**config.mk**
```make
export PLATFORM = sky130hd
export DESIGN_NAME = imm_encoder_flat
export DESIGN_NICKNAME = d
export VERILOG_FILES = /design/src/rtl/imm_encoder_if.sv /design/src/rtl/imm_encoder.sv /design/src/flat_wrapper.sv
export SDC_FILE = /design/constraint.sdc
export NUM_CORES = 1
export LEC_CHECK = 0
export CORE_UTILIZATION = 51
export DETAILED_ROUTE_END_ITERATION = 6
export PLACE_DENSITY = 0.86
export SLEW_MARGIN = 20
export SYNTH_ARGS = -nofsm -noshare
export SYNTH_HDL_FRONTEND = slang
export SYNTH_SLANG_ARGS = --single-unit
```
**constraint.sdc**
```tcl
create_clock -name clk -period 5.2 [get_ports clk]
set_clock_uncertainty 0.15 [all_clocks]
set_input_delay 1.56 -clock clk [delete_from_list [all_inputs] [get_ports clk]]
set_output_delay 1.56 -clock clk [all_outputs]
set_load 0.1 [all_outputs]
```
**src/rtl/imm_encoder_if.sv**
```systemverilog
// rtl/imm_encoder_if.sv - request/result handshake bundle for imm_encoder
interface imm_encoder_if #(
   parameter int CNT_W = 8
);
   logic             in_valid;
   logic             in_ready;
   logic [2:0]       imm_src;
   logic [31:0]      imm;
   logic             out_valid;
   logic             out_ready;
   logic [24:0]      out_enc;
   logic [24:0]      out_mask;
   logic [1:0]       out_err;
   logic             err_clr;
   logic [CNT_W-1:0] err_cnt;

   modport master (
      output in_valid, imm_src, imm, out_ready, err_clr,
      input  in_ready, out_valid, out_enc, out_mask, out_err, err_cnt
   );

   modport slave (
      input  in_valid, imm_src, imm, out_ready, err_clr,
      output in_ready, out_valid, out_enc, out_mask, out_err, err_cnt
   );
endinterface

```
**src/rtl/imm_encoder.sv**
```systemverilog
// rtl/imm_encoder.sv - two-stage immediate encoder producing instr[31:7], mask and range errors
// Optional S2 round-trip re-extension check is built when IMM_ROUNDTRIP_CHECK_EN is defined.
module imm_encoder #(
   parameter int CNT_W = 8
) (
   input  logic         clk,
   input  logic         rst_n,
   imm_encoder_if.slave bus
);
   localparam logic [2:0] SRC_I = 3'd0;
   localparam logic [2:0] SRC_S = 3'd1;
   localparam logic [2:0] SRC_B = 3'd2;
   localparam logic [2:0] SRC_J = 3'd3;
   localparam logic [2:0] SRC_U = 3'd4;

   logic             s1_valid;
   logic             s2_valid;
   logic             s1_adv;
   logic             s2_adv;
   logic [2:0]       s1_src;
   logic [31:0]      s1_imm;
   logic [24:0]      enc;
   logic [24:0]      mask;
   logic             rng_err;
   logic [24:0]      s2_enc;
   logic [24:0]      s2_mask;
   logic             s2_rng_err;
   logic             rt_err;
   logic             xfer_err;
   logic [CNT_W-1:0] cnt;

   assign s2_adv       = !s2_valid || bus.out_ready;
   assign s1_adv       = !s1_valid || s2_adv;
   assign bus.in_ready = s1_adv;

   always_ff @(posedge clk or negedge rst_n) begin
      if (!rst_n) begin
         s1_valid <= 1'b0;
         s1_src   <= '0;
         s1_imm   <= '0;
      end else if (s1_adv) begin
         s1_valid <= bus.in_valid;
         if (bus.in_valid) begin
            s1_src <= bus.imm_src;
            s1_imm <= bus.imm;
         end
      end
   end

   // Out-of-range values still emit their truncated fields; only the flag is added.
   always_comb begin
      enc     = '0;
      mask    = '0;
      rng_err = 1'b0;
      case (s1_src)
         SRC_I: begin
            enc[24:13]  = s1_imm[11:0];
            mask[24:13] = '1;
            rng_err     = s1_imm[31:11] != {21{s1_imm[31]}};
         end
         SRC_S: begin
            enc[24:18]  = s1_imm[11:5];
            enc[4:0]    = s1_imm[4:0];
            mask[24:18] = '1;
            mask[4:0]   = '1;
            rng_err     = s1_imm[31:11] != {21{s1_imm[31]}};
         end
         SRC_B: begin
            enc[24]     = s1_imm[12];
            enc[23:18]  = s1_imm[10:5];
            enc[4:1]    = s1_imm[4:1];
            enc[0]      = s1_imm[11];
            mask[24:18] = '1;
            mask[4:0]   = '1;
            rng_err     = (s1_imm[31:12] != {20{s1_imm[31]}}) || s1_imm[0];
         end
         SRC_J: begin
            enc[24]     = s1_imm[20];
            enc[23:14]  = s1_imm[10:1];
            enc[13]     = s1_imm[11];
            enc[12:5]   = s1_imm[19:12];
            mask[24:5]  = '1;
            rng_err     = (s1_imm[31:20] != {12{s1_imm[31]}}) || s1_imm[0];
         end
         SRC_U: begin
            enc[24:5]   = s1_imm[31:12];
            mask[24:5]  = '1;
            rng_err     = s1_imm[11:0] != 12'h000;
         end
         default: begin
            rng_err = 1'b1;
         end
      endcase
   end

   always_ff @(posedge clk or negedge rst_n) begin
      if (!rst_n) begin
         s2_valid   <= 1'b0;
         s2_enc     <= '0;
         s2_mask    <= '0;
         s2_rng_err <= 1'b0;
      end else if (s2_adv) begin
         s2_valid <= s1_valid;
         if (s1_valid) begin
            s2_enc     <= enc;
            s2_mask    <= mask;
            s2_rng_err <= rng_err;
         end
      end
   end

`ifdef IMM_ROUNDTRIP_CHECK_EN
   logic [2:0]  s2_src;
   logic [31:0] s2_imm;
   logic [31:0] ext;
   logic        legal;

   always_ff @(posedge clk or negedge rst_n) begin
      if (!rst_n) begin
         s2_src <= '0;
         s2_imm <= '0;
      end else if (s2_adv && s1_valid) begin
         s2_src <= s1_src;
         s2_imm <= s1_imm;
      end
   end

   // Decode the held instruction bits back to a 32-bit immediate, as the core would.
   always_comb begin
      ext   = '0;
      legal = 1'b1;
      case (s2_src)
         SRC_I:   ext = {{20{s2_enc[24]}}, s2_enc[24:13]};
         SRC_S:   ext = {{20{s2_enc[24]}}, s2_enc[24:18], s2_enc[4:0]};
         SRC_B:   ext = {{19{s2_enc[24]}}, s2_enc[24], s2_enc[0], s2_enc[23:18],
                         s2_enc[4:1], 1'b0};
         SRC_J:   ext = {{11{s2_enc[24]}}, s2_enc[24], s2_enc[12:5], s2_enc[13],
                         s2_enc[23:14], 1'b0};
         SRC_U:   ext = {s2_enc[24:5], 12'h000};
         default: legal = 1'b0;
      endcase
   end

   assign rt_err = legal && (ext != s2_imm);
`else
   assign rt_err = 1'b0;
`endif

   assign bus.out_valid = s2_valid;
   assign bus.out_enc   = s2_enc;
   assign bus.out_mask  = s2_mask;
   assign bus.out_err   = {rt_err, s2_rng_err};

   assign xfer_err = s2_valid && bus.out_ready && (s2_rng_err || rt_err);

   always_ff @(posedge clk or negedge rst_n) begin
      if (!rst_n) begin
         cnt <= '0;
      end else if (bus.err_clr) begin
         cnt <= '0;
      end else if (xfer_err && (cnt != '1)) begin
         cnt <= cnt + 1'b1;
      end
   end

   assign bus.err_cnt = cnt;
endmodule

```
**src/flat_wrapper.sv**
```systemverilog
// flat-port wrapper written by rule: the top's interface ports become plain ports
module imm_encoder_flat 
#(
   parameter int CNT_W = 8
)
  (clk, rst_n, bus_in_valid, bus_imm_src, bus_imm, bus_out_ready, bus_err_clr, bus_in_ready, bus_out_valid, bus_out_enc, bus_out_mask, bus_out_err, bus_err_cnt);
  imm_encoder_if #(.CNT_W(CNT_W)) bus_i ();
  input  logic clk;
  input  logic rst_n;
  input wire logic [$bits(bus_i.in_valid)-1:0] bus_in_valid;
  input wire logic [$bits(bus_i.imm_src)-1:0] bus_imm_src;
  input wire logic [$bits(bus_i.imm)-1:0] bus_imm;
  input wire logic [$bits(bus_i.out_ready)-1:0] bus_out_ready;
  input wire logic [$bits(bus_i.err_clr)-1:0] bus_err_clr;
  output wire logic [$bits(bus_i.in_ready)-1:0] bus_in_ready;
  output wire logic [$bits(bus_i.out_valid)-1:0] bus_out_valid;
  output wire logic [$bits(bus_i.out_enc)-1:0] bus_out_enc;
  output wire logic [$bits(bus_i.out_mask)-1:0] bus_out_mask;
  output wire logic [$bits(bus_i.out_err)-1:0] bus_out_err;
  output wire logic [$bits(bus_i.err_cnt)-1:0] bus_err_cnt;
  assign bus_i.in_valid = bus_in_valid;
  assign bus_i.imm_src = bus_imm_src;
  assign bus_i.imm = bus_imm;
  assign bus_i.out_ready = bus_out_ready;
  assign bus_i.err_clr = bus_err_clr;
  assign bus_in_ready = bus_i.in_ready;
  assign bus_out_valid = bus_i.out_valid;
  assign bus_out_enc = bus_i.out_enc;
  assign bus_out_mask = bus_i.out_mask;
  assign bus_out_err = bus_i.out_err;
  assign bus_err_cnt = bus_i.err_cnt;
  imm_encoder #(.CNT_W(CNT_W)) u_core (.clk(clk), .rst_n(rst_n), .bus(bus_i));
endmodule
```
Word-level counts from Yosys, hierarchy flattened:

Index checks and enable logic that the tools add are counted.

* register bits: 96
* input port bits: 40
* output and inout bits: 62
* word-level logic and storage cells: 47

* add/subtract/negate cells: 1
* eq/ne operators: 8
* multiplexer cells: 11
* reduce and logical (&&, ||, !) cells: 19

Operators by type and width (count)
* 2-to-1 mux 8 bit: 4
* one-hot mux 7 bit (4 select lines): 1
* inequality test 20 bit: 1
* inequality test 19 bit: 1
* one-hot mux 5 bit (3 select lines): 1
* nonzero test 12 bit: 1
* inequality test 11 bit: 1
* 2-to-1 mux 5 bit: 2
* one-hot mux 5 bit (2 select lines): 1
* adder 8 x 1 -> 8 bit, second input constant: 1
* inequality test 8 bit, second input constant: 1
* 2-to-1 mux 7 bit: 1
* equality test 3 x 2 -> 1 bit, second input constant: 2
* OR reduction 2 bit: 3
* OR reduction 5 bit: 1
* logical OR 1 bit: 4
* one-hot mux 1 bit (4 select lines): 1
* AND reduction 2 bit: 2
* equality test 3 x 1 -> 1 bit, second input constant: 1
* equality test 3 bit, second input constant: 1
* logical AND 1 bit: 3
* zero test 3 bit: 1
* OR reduction 3 bit: 1
* zero test 1 bit: 2
* nonzero test 2 bit: 1

Depth between registers and ports, before layout:

* depth in word-level cells: 5
* mapped depth: 6
* mapped depth without buffers: 6

Worst setup path before layout:

OpenSTA, ideal clock, no wires.

* kind: input to output
* from: input bus_out_ready
* to: output bus_in_ready
* data arrival time: 2387 ps
* required time: 3490 ps
* slack: 1103 ps
* stages: 1
* buffers on the path: 0
* path through: nand3b_1

* longest elaborated chain between the ends: 2

RTL lines
* start: declaration: line flat_wrapper.sv:13 `input wire logic [$bits(bus_i.out_ready)-1:0] bus_out_ready;`
* logical OR 1 bit: line imm_encoder.sv:32 `assign s2_adv = !s2_valid || bus.out_ready;`
* logical OR 1 bit: line imm_encoder.sv:33 `assign s1_adv = !s1_valid || s2_adv;`
* end: declaration: line flat_wrapper.sv:15 `output wire logic [$bits(bus_i.in_ready)-1:0] bus_in_ready;`

Every way passes these cells.

Final worst setup path:

Same ends and word-level chain as after synthesis.

==> results.json <==
{
  "die_w_um": 84.8,
  "synth_area_leader_cell": "dfrtp_1",
  "clk_path_buf_depth": 2,
  "avgRoutedWirePerCell_um": 16.0,
  "cts-root-buf": "clkbuf_8",
  "synth-seq-area-share_pct": 53.7,
  "gr-usage-all-layers_pct": 22.6,
  "synth_cells": 308,
  "synth_area_leaders": "dfrtp_1, mux2_2, buf_4",
  "crit_fanout": 3,
  "drt-total-wl_um": 7460,
  "diodes": 0,
  "viasPerCell": 5.67,
  "io_buffers": 100,
  "area_growth_pct": 29.9,
  "min_period_ps": 4240,
  "slew_headroom_pct": 33.4,
  "drc_errors": 7,
  "synth_common_cells": "dfrtp_1, mux2_2, nand2_1",
  "async_flop_share_pct": 100,
  "start_util_pct": 53.8,
  "fmax_mhz": 236,
  "antenna_found_initial": 0,
  "post-route-util_pct": 70.0,
  "overflow": 0,
  "peakVddDrop_mv": 0.233,
  "tns_ps": 0,
  "fin_crit_sh_pct": 81.5,
  "netlist_area_um2": 3500,
  "setup_viol": 0,
  "p_per_area_nw_per_um2": 499,
  "drt_first_pass_iters": 7,
  "synth_top_area_share_pct": 53.7,
  "status": "complete, but fails checks",
  "vias": 2635,
  "ys_ff_latch": 75,
  "fill_cells": 489,
  "die_y_um": 84.8,
  "synthFlopType": "dfrtp_1",
  "grt_pass1_vias": 2525,
  "worst_pin_slew_ps": 996,
  "ioPinCount": 102,
  "rows": 29,
  "ys_warn_count": 0,
  "fin_area_um2": 4540,
  "rsz0062_at_grt": "false",
  "post_cts_resized": 0,
  "clk_latency_ps": 330,
  "grt_pass1_wl_um": 12400,
  "arrival_ps": 2530,
  "grt_start_max_net_pins": 76,
  "total_power_w": 0.00227,
  "die_area_um2": 7190,
  "drv_cap": 0,
  "synth_most_common_cell": "dfrtp_1",
  "layout.nets": 425,
  "failed_checks": "design-rule violations",
  "htree_levels": 3,
  "drt_iter0_markers": 166,
  "core_area_um2": 6490,
  "drive_gt1_share_pct": 14.9,
  "syn_nets": 349,
  "cp-end-kind": "output port",
  "cts_tree": "done",
  "drv_slew": 0,
  "finalHoldViolations": 0,
  "gp_congestion": 0.805,
  "cts.sink_count": 75,
  "post-cts-setup-buffers": 0,
  "place_area_um2": 4370,
  "synth-edff-count": 0,
  "postSynthAreaPerCell_um2": 11.4,
  "leakage_nw": 1.89,
  "cts_hold_buffers": 0,
  "critPathKind": "primary input to output port",
  "clk_pin_slew_ps": 70,
  "start_kind": "primary input",
  "cts_buffers": 9,
  "hp-class": "register to register",
  "postRouteAntennaNets": 0,
  "cp.required_ps": 3490,
  "hpwl_um": 5430,
  "synth.distinct_cells": 44
}
## worst max-delay path, stage by stage
cell             delay (ps)
clkdlybuf4s50_1         500
nand3b_1                160
buf_4                   310
## where the power goes
| part | internal (W) | switching [W] | total, W |
|---|---|---|---|
| Combinational | 0.000268 | 0.000821 | 0.00109 |
| Sequential | 0.000674 | 0.000101 | 0.000775 |
| Clock | 0.000209 | 0.000194 | 0.000403 |
## path summary, 6_finish.rpt
path / cells past startpoint / slack, ps / end / startpoint
worst max-delay path: 3 / 960 / bus_in_ready / bus_out_ready
worst min-delay path: 2 / 340 / u_core.bus.out_enc[2]$_DFFE_PN0P_ / u_core.bus.out_enc[2]$_DFFE_PN0P_
worst max register to register: 4 / 3210 / u_core.bus.out_enc[16]$_DFFE_PN0P_ / u_core.s1_src[2]$_DFFE_PN0P_
worst min register to register: 2 / 340 / u_core.bus.out_enc[2]$_DFFE_PN0P_ / u_core.bus.out_enc[2]$_DFFE_PN0P_
max in group asynchronous: 1 / 3100 / u_core.bus.out_enc[6]$_DFFE_PN0P_ / rst_n
min in group asynchronous: 1 / 1210 / u_core.bus.out_enc[17]$_DFFE_PN0P_ / rst_n
## routing by layer
metal	track usage [%]	vias up	routed length [um]
met5	0	-	0
met4	7.70	0	89
met3	4.82	6	448
met2	35.6	105	3600
met1	31.5	1293	3320
li1	-	1231	-
## flip-flops by register name, summed over array words and instances, names as in the netlist
signal                count
u_core.bus.err_cnt        8
u_core.s1_src             3
u_core.bus.out_mask       4
u_core.bus.out_enc       25
u_core.s2_rng_err         1
u_core.s1_imm            32
u_core.s1_valid           1
u_core.bus.out_valid      1
## layout make-up
class                           instances  area [um^2]  share of cell area, %
Clock buffer                           13          169                   3.72
Clock inverter                          2         10.0                  0.220
Inverter                                5         18.8                  0.413
Multi-Input combinational cell        191         1360                   30.0
Sequential cell                        75         1880                   41.3
Tap cell                               77         96.3                   2.12
Timing Repair Buffer                  102         1010                   22.2
## cells by family after synthesis
kind of cell / Yosys count / share of synthesized area (%)
and+or+nand+nor: 84 / 12.0
DFF: 75 / 53.7
AOI/OAI and AO/OA: 57 / 11.8
buffers and inverters: 42 / 7.37
muxes: 41 / 13.0
xor gates and xnor gates: 7 / 1.75
adders and majority gates: 1 / 0.358
other: 1 / 0.107
## per-stage QoR
step	cells	setup slack, ps	hold WS (ps)
4_1_cts	465	955	341
2_1_floorplan	308	1100	322
3_5_place_dp	450	963	324
5_1_grt	465	914	350
3_3_place_gp	450	976	315
6_report	465	962	336
## layout by cell type (no fill, tap or decap), types with 5 or more instances in the layout
cell and n:
a31oi_1 10, clkbuf_8 12, nand2_1 26, dfrtp_1 75
nor2_1 14, nand3_1 6, nand4_1 5, o21ai_0 15
nor3_1 5, inv_1 5, clkdlybuf4s50_1 98, xnor2_1 5
mux2i_1 6, a22o_1 8, mux2_2 35, nor2b_1 6
nand2b_1 7
(Power assumes the default switching activity.)
